[config.mk]
export PLATFORM = sky130hd
export DESIGN_NAME = button_encoder
export DESIGN_NICKNAME = d
export VERILOG_FILES = /design/src/rtl/button_encoder.sv
export SDC_FILE = /design/constraint.sdc
export NUM_CORES = 1
export LEC_CHECK = 0
export ABC_AREA = 0
export BUFFER_PORTS_ARGS = -buffer_cell sky130_fd_sc_hd__buf_2
export CORE_MARGIN = 4
export CORE_UTILIZATION = 45
export DETAILED_ROUTE_END_ITERATION = 7
export PLACE_DENSITY = 0.64
export SLEW_MARGIN = 20
export SYNTH_ARGS = -nofsm -noshare
export SYNTH_HDL_FRONTEND = slang
export SYNTH_SLANG_ARGS = --single-unit
[constraint.sdc]
create_clock -name CLK -period 1.7 [get_ports CLK]
set_input_delay 0.34 -clock CLK [delete_from_list [all_inputs] [get_ports CLK]]
set_output_delay 0.34 -clock CLK [all_outputs]
set_load 0.005 [all_outputs]
[src/rtl/button_encoder.sv]
// button_encoder: synchronises, debounces and encodes the four game buttons
// into a 2-bit colour code with a one-cycle valid strobe per accepted press.
// Multi-button presses and presses made while disarmed produce a REJECT
// strobe instead. A new press requires a full release first.
module button_encoder #(
  parameter int unsigned DEBOUNCE_CYCLES = 1000
) (
  input  logic       CLK,
  input  logic       RST_N,
  input  logic [3:0] BTN,
  input  logic       ENABLE,
  output logic [1:0] CODE,
  output logic       CODE_VALID,
  output logic [3:0] BTN_STABLE,
  output logic       REJECT
);

  localparam int unsigned CW = $clog2(DEBOUNCE_CYCLES);
  localparam logic [CW-1:0] CNT_MAX = CW'(DEBOUNCE_CYCLES - 1);

  typedef enum logic [1:0] {
    IDLE,
    HELD,
    LOCKOUT
  } state_t;

  logic [3:0]    btn_meta;
  logic [3:0]    btn_sync;
  logic [3:0]    sync_q;
  logic [CW-1:0] cnt;
  state_t        state;

  logic          is_none;
  logic          is_single;
  logic          is_multi;
  logic [1:0]    sel_code;

  // Two-flop synchroniser for the asynchronous button lines
  always_ff @(posedge CLK or negedge RST_N) begin
    if (!RST_N) begin
      btn_meta <= '0;
      btn_sync <= '0;
    end else begin
      btn_meta <= BTN;
      btn_sync <= btn_meta;
    end
  end

  // Joint debounce of the whole vector; any bit change restarts the count
  always_ff @(posedge CLK or negedge RST_N) begin
    if (!RST_N) begin
      sync_q     <= '0;
      cnt        <= '0;
      BTN_STABLE <= '0;
    end else begin
      sync_q <= btn_sync;
      if (btn_sync != sync_q) begin
        cnt <= '0;
      end else if (cnt == CNT_MAX) begin
        BTN_STABLE <= sync_q;
      end else begin
        cnt <= cnt + 1'b1;
      end
    end
  end

  // Classify the debounced vector and encode the single-press colour
  always_comb begin
    is_none   = (BTN_STABLE == 4'b0000);
    is_single = !is_none && ((BTN_STABLE & (BTN_STABLE - 4'd1)) == 4'b0000);
    is_multi  = !is_none && !is_single;
    sel_code  = 2'd0;
    case (BTN_STABLE)
      4'b0001: sel_code = 2'd0;
      4'b0010: sel_code = 2'd1;
      4'b0100: sel_code = 2'd2;
      4'b1000: sel_code = 2'd3;
      default: sel_code = 2'd0;
    endcase
  end

  // Press FSM with registered strobes; CODE only updates on an accepted press
  always_ff @(posedge CLK or negedge RST_N) begin
    if (!RST_N) begin
      state      <= IDLE;
      CODE       <= '0;
      CODE_VALID <= 1'b0;
      REJECT     <= 1'b0;
    end else begin
      CODE_VALID <= 1'b0;
      REJECT     <= 1'b0;
      case (state)
        IDLE: begin
          if (is_single && ENABLE) begin
            CODE       <= sel_code;
            CODE_VALID <= 1'b1;
            state      <= HELD;
          end else if (is_single || is_multi) begin
            REJECT <= 1'b1;
            state  <= LOCKOUT;
          end
        end
        HELD: begin
          if (is_none) state <= IDLE;
        end
        LOCKOUT: begin
          if (is_none) state <= IDLE;
        end
        default: state <= IDLE;
      endcase
    end
  end

endmodule

==> flow_summary.yaml, run 1 <==
finish:
  drive_above_1_share: 0.314
  nNetsFinal: 161
  layout_commonest_cell: "dfrtp_1"
  area_delta_synth_final_pct: 22.7
  num_antenna_cells: 0
  utilization: 0.596
  mostFrequentLayoutCells: "dfrtp_1 (32), buf_4 (16), buf_2 (14)"
  instances_no_fill: 184
  fillers: 229
cts:
  clockBufferDepth: 2
  insertion_delay_ns: 0.33
  cts_sinks: 32
  clk_pin_slew_ns: 0.10
  cts_buffers: 5
  root_buffer: "clkbuf_4"
  htreeDepth: 2
  tritoncts: "yes"
  cts_hold_buffers: 0
routing:
  avgRoutedWirePerCell_um: 12.7
  drc: 0
  vias_per_cell: 5.23
  vias: 963
  firstDrtPassIters: 4
  drtIter0Drc: 45
  routed_wl_um: 2330
  postRouteAntennaNets: 0
timing:
  hold_viol_final: 0
  layout_setup_ws_ns: 0.0166
  slew_viol_final: 0
  final.period_utilization: 0.990
  worst_pin_slew_ns: 0.692
  fmax_ghz: 0.594
  holdWs_ns: 0.0337
  finalSetupViolations: 0
  period_minus_slack_ns: 1.68
  fin_skew_ns: 0.00792
  maxSlewHeadroom: 0.539
  rsz0062_at_grt: "yes"
synthesis:
  yosysWarnings: 0
  synth_cell_type_count: 30
  postSynthCellCount: 121
  syn-num-nets: 130
  ys_seq_elements: 32
  synth_area_leaders: "dfrtp_1 (58%), xnor2_1 (5.1%), mux2_4 (4.4%)"
  synth_top_cell_area_share: 0.582
  synth_area_sq_um: 1380
  syn_avg_cell_area_sq_um: 11.4
  synth.largest_area_cell: "dfrtp_1"
  synth-seq-area-share: 0.582
worst_setup_path:
  reg2reg_depth: 4
  path_class: "flip-flop to flip-flop"
  reg2reg_to: "BTN_STABLE[3]"
  startpoint: "cnt[1]"
  critPathMaxFanout: 4
  reg2reg_from: "cnt[1]"
  arrival_ns: 1.91
  cp-end-kind: "flip-flop"
  start_kind: "flip-flop"
  regToRegSetupSlack_ns: 0.02
  cp-endpoint: "BTN_STABLE[3]"
  crit_required_ns: 1.92
grt:
  grt_pass1_vias: 865
  grt_pass1_wl_um: 3950
  overflow: 0
  grt_util_all_layers: 0.130
  grt_antenna_before_repair: 0
  grt_max_degree: 33
placement:
  numPortBuffers: 14
  place_inst: 174
  place.gp.congestion: 0.769
  place_ws_ns: -0.101
  dpl.hpwl_um: 1680
flow_run:
  drv_cap: 0
floorplan:
  die_area_sq_um: 4000
  die_h_um: 63.3
  io_pins: 15
  coreArea_sq_um: 2830
  die-width_um: 63.3
  initial_core_util: 0.486
  rows: 19
pwr:
  peakVddDrop_uv: 494
  power_leakage_nw: 0.823
  powerDensity_nw_per_um2: 878
  p_total_w: 0.00148
worst_hold_path:
  hold_path_class: "input pin to async pin"
outcome:
  status: "complete, no violations"
metrics by stage:
| stage | setup TNS, ns | area (sq um) |
|---|---|---|
| 6_report | 0 | 1690 |
| 2_1_floorplan | 0 | 1380 |
| 4_1_cts | 0 | 1660 |
| 5_1_grt | -0.0134 | 1690 |
| 3_3_place_gp | -0.214 | 1570 |
| 3_5_place_dp | -0.399 | 1570 |
cell type report:
cell class | count | area, sq um | share of cell area
Tap cell | 31 | 38.8 | 0.0230
Timing Repair Buffer | 30 | 190 | 0.113
Clock buffer | 7 | 65.1 | 0.0386
Sequential cell | 32 | 801 | 0.475
Inverter | 7 | 26.3 | 0.0156
Multi-Input combinational cell | 76 | 536 | 0.318
Clock inverter | 1 | 30.0 | 0.0178
kinds of logic (layout without fill, tap and decap cells):
| kind of cell | Yosys count | in the layout | share of synthesized area |
|---|---|---|---|
| buf+inv | 13 | 45 | 0.0364 |
| fa+ha+maj | 3 | 3 | 0.0255 |
| flops | 32 | 32 | 0.582 |
| mux | 8 | 8 | 0.0746 |
| simple gates | 45 | 45 | 0.163 |
| compound gates | 8 | 8 | 0.0419 |
| xor+xnor | 12 | 12 | 0.0764 |
registers in the layout, summed over array words and instances (netlist names):
register    flops
btn_sync        4
CODE_VALID      1
REJECT          1
BTN_STABLE      4
sync_q          4
btn_meta        4
CODE            2
state           2
cnt            10
worst max-delay path: stages (launching register included):
cell and delay [ns]:
dfrtp_1 0.40, ha_2 0.21, nand2_2 0.06, or4_4 0.59, mux2_4 0.32
synth_stat cells:
cell and instances:
a2111o_1 1, a21oi_1 1, a221oi_1 1, and3_1 1, buf_2 1, clkbuf_1 5
dfrtp_1 32, ha_1 2, inv_1 7, maj3_1 1, mux2_2 2, mux2_4 4
mux2i_1 2, nand2_1 5, nand2b_1 1, nand3_1 8, nand4_1 1, nand4bb_1 1
nor2_1 14, nor2b_1 1, nor3_1 7, nor4_1 2, nor4b_1 1, o211ai_1 1
o21ai_0 2, o31ai_1 2, or3_1 2, or4_1 1, xnor2_1 8, xor2_1 4
where the power goes:
part	internal [W]	switching, W	leakage, nW
Sequential	0.000776	0.00000879	0.419
Combinational	0.0000190	0.0000268	0.352
Clock	0.000390	0.000260	0.0515
how the worst min path moves through the flow:
stage / endpoint / slack (ns) / start
after detailed placement: btn_sync[2] / 0.34 / btn_meta[2]
after global routing: state[0] / 0.08 / RST_N
final: state[0] / 0.03 / RST_N
after CTS: REJECT / 0.05 / RST_N
after floorplan: BTN_STABLE[0] / 0.04 / RST_N
after global placement: btn_sync[2] / 0.33 / btn_meta[2]
layer usage:
metal,up-vias,global-route usage,routed length (um),share of wire
met3,6,0.0622,140,0.060
met4,0,0.0566,48,0.021
li1,473,-,-,-
met5,-,0,0,0
met1,464,0.158,1090,0.47
met2,20,0.196,1050,0.45
repair_timing:
action                     CTS  global route
gates cloned                 0             0
setup endpoints to repair    4             5
pin swaps                    1             1
gates resized for setup      1             3
buffers inserted             0             2
Power figures use the tool's default switching activity.
==> run 2: changes to the inputs <==
- RECOVER_POWER: default -> 25
- SETUP_SLACK_MARGIN: default -> 0.3
==> flow_summary.yaml, run 2 (synthesized netlist as in run 1, its figures left out) <==
outcome:
  status: "complete, no violations"
cts:
  cts_buffers: 5
  insertion_delay_ns: 0.32
  htreeDepth: 2
  cts_hold_buffers: 0
  cts_sinks: 32
  clk_pin_slew_ns: 0.09
  clockBufferDepth: 2
  tritoncts: "yes"
  root_buffer: "clkbuf_4"
worst_setup_path:
  cp-end-kind: "flip-flop"
  regToRegSetupSlack_ns: 0.08
  path_depth: 4
  slowest_stage: "or4_4"
  cp_cell_sequence: "ha_2 > nand2_2 > or4_4 > mux2_4"
  cp-endpoint: "BTN_STABLE[3]"
  crit_required_ns: 1.92
  path_class: "flip-flop to flip-flop"
  reg2reg_from: "cnt[1]"
  path_delay_family: "simple AND/OR/NAND/NOR gates"
  start_kind: "flip-flop"
  reg2reg_depth: 4
  max_stage_delay_ns: 0.59
  startpoint: "cnt[1]"
  critPathMaxFanout: 4
  reg2reg_to: "BTN_STABLE[3]"
  arrival_ns: 1.84
  cp.buffers_inverters: 0
finish:
  largest_register_ffs: 10
  utilization: 0.614
  mostFrequentLayoutCells: "dfrtp_1 (30), nor2_1 (13), buf_2 (13), buf_4 (13)"
  num_antenna_cells: 0
  regMostFlops: "cnt"
  fillers: 231
  area_delta_synth_final_pct: 26.3
  layout_commonest_cell: "dfrtp_1"
  drive_above_1_share: 0.364
  nNetsFinal: 159
pwr:
  power_leakage_nw: 0.840
  peakVddDrop_uv: 520
  powerDensity_nw_per_um2: 734
routing:
  avgRoutedWirePerCell_um: 12.5
  drc: 0
  vias_per_cell: 5.16
  drtIter0Drc: 43
  routed_wl_um: 2270
  postRouteAntennaNets: 0
  firstDrtPassIters: 4
  vias: 940
timing:
  rsz0062_at_grt: "yes"
  maxSlewHeadroom: 0.483
  period_minus_slack_ns: 1.62
  fmax_ghz: 0.616
  holdWs_ns: 0.0673
  setup_tns_ns: 0
  slew_viol_final: 0
  hold_viol_final: 0
  fin_skew_ns: 0.00258
  final.period_utilization: 0.955
  finalSetupViolations: 0
  worst_pin_slew_ns: 0.776
flow_run:
  drv_cap: 0
grt:
  grt_util_all_layers: 0.131
  grt_antenna_before_repair: 0
  overflow: 0
  grt_max_degree: 33
  grt_pass1_vias: 956
  grt_pass1_wl_um: 4110
placement:
  dpl.hpwl_um: 1610
  numPortBuffers: 14
  place.gp.congestion: 0.719
floorplan:
  die-width_um: 63.3
  initial_core_util: 0.486
  rows: 19
  die_h_um: 63.3
  io_pins: 15
  die_area_sq_um: 4000
  coreArea_sq_um: 2830
worst_hold_path:
  hold_path_class: "input pin to async pin"
[run 2: cell count changes in the layout (fill, tap and decap cells not counted), moves of 2 or more]
cell      delta
dfrtp_1      -2
dfrtp_2      +2
mux2_4       +2
mux2_2       -2
buf_4        -3
clkinv_2     +2
[run 2: metal layers]
layer	up-vias	global-route usage	part of all wire
li1	467	-	-
met1	451	0.154	0.46
met2	18	0.211	0.47
met3	4	0.0586	0.055
met4	0	0.0485	0.015
met5	-	0	0
[run 2: report_power, final]
| group | internal (W) | switching [W] |
|---|---|---|
| Combinational | 0.0000189 | 0.0000269 |
| Clock | 0.000197 | 0.000248 |
| Sequential | 0.000776 | 0.00000815 |
| Total | 0.000992 | 0.000283 |
[run 2: worst min-delay path by stage]
stage	cells after the start	startpoint	to	slack, ns
2_1_floorplan	0	RST_N	BTN_STABLE[0]	0.04
3_3_place_gp	0	btn_meta[2]	btn_sync[2]	0.34
3_5_place_dp	0	btn_meta[2]	btn_sync[2]	0.34
4_1_cts	1	RST_N	state[0]	0.05
5_1_grt	1	BTN[2]	btn_meta[2]	0.08
6_report	1	RST_N	state[0]	0.07
[run 2: through the flow]
step | power (W) | cells | cell area [sq um] | setup WS [ns]
2_1_floorplan | 0.000816 | 121 | 1440 | 0.00430
3_3_place_gp | 0.000846 | 170 | 1580 | -0.0714
3_5_place_dp | 0.000848 | 170 | 1580 | -0.118
4_1_cts | 0.00131 | 180 | 1670 | 0.0693
5_1_grt | 0.00135 | 182 | 1740 | 0.0432
6_report | 0.00127 | 182 | 1740 | 0.0762
[run 2: timing repair]
item | 4_1_cts | 5_1_grt
pin swaps | 2 | 6
endpoints found under the setup margin | 12 | 19
gates cloned | 0 | 0
resized for setup | 4 | 8
buffers inserted | 2 | 2
[run 2: final cells by class]
cell class | instances | area (sq um) | share of cell area
tap | 31 | 38.8 | 0.0223
sequential | 32 | 803 | 0.463
clock inverter | 2 | 10.0 | 0.00576
multi-input combinational | 76 | 628 | 0.362
timing repair buffer | 28 | 179 | 0.103
clock buffer | 6 | 51.3 | 0.0295
inverter | 7 | 26.3 | 0.0151
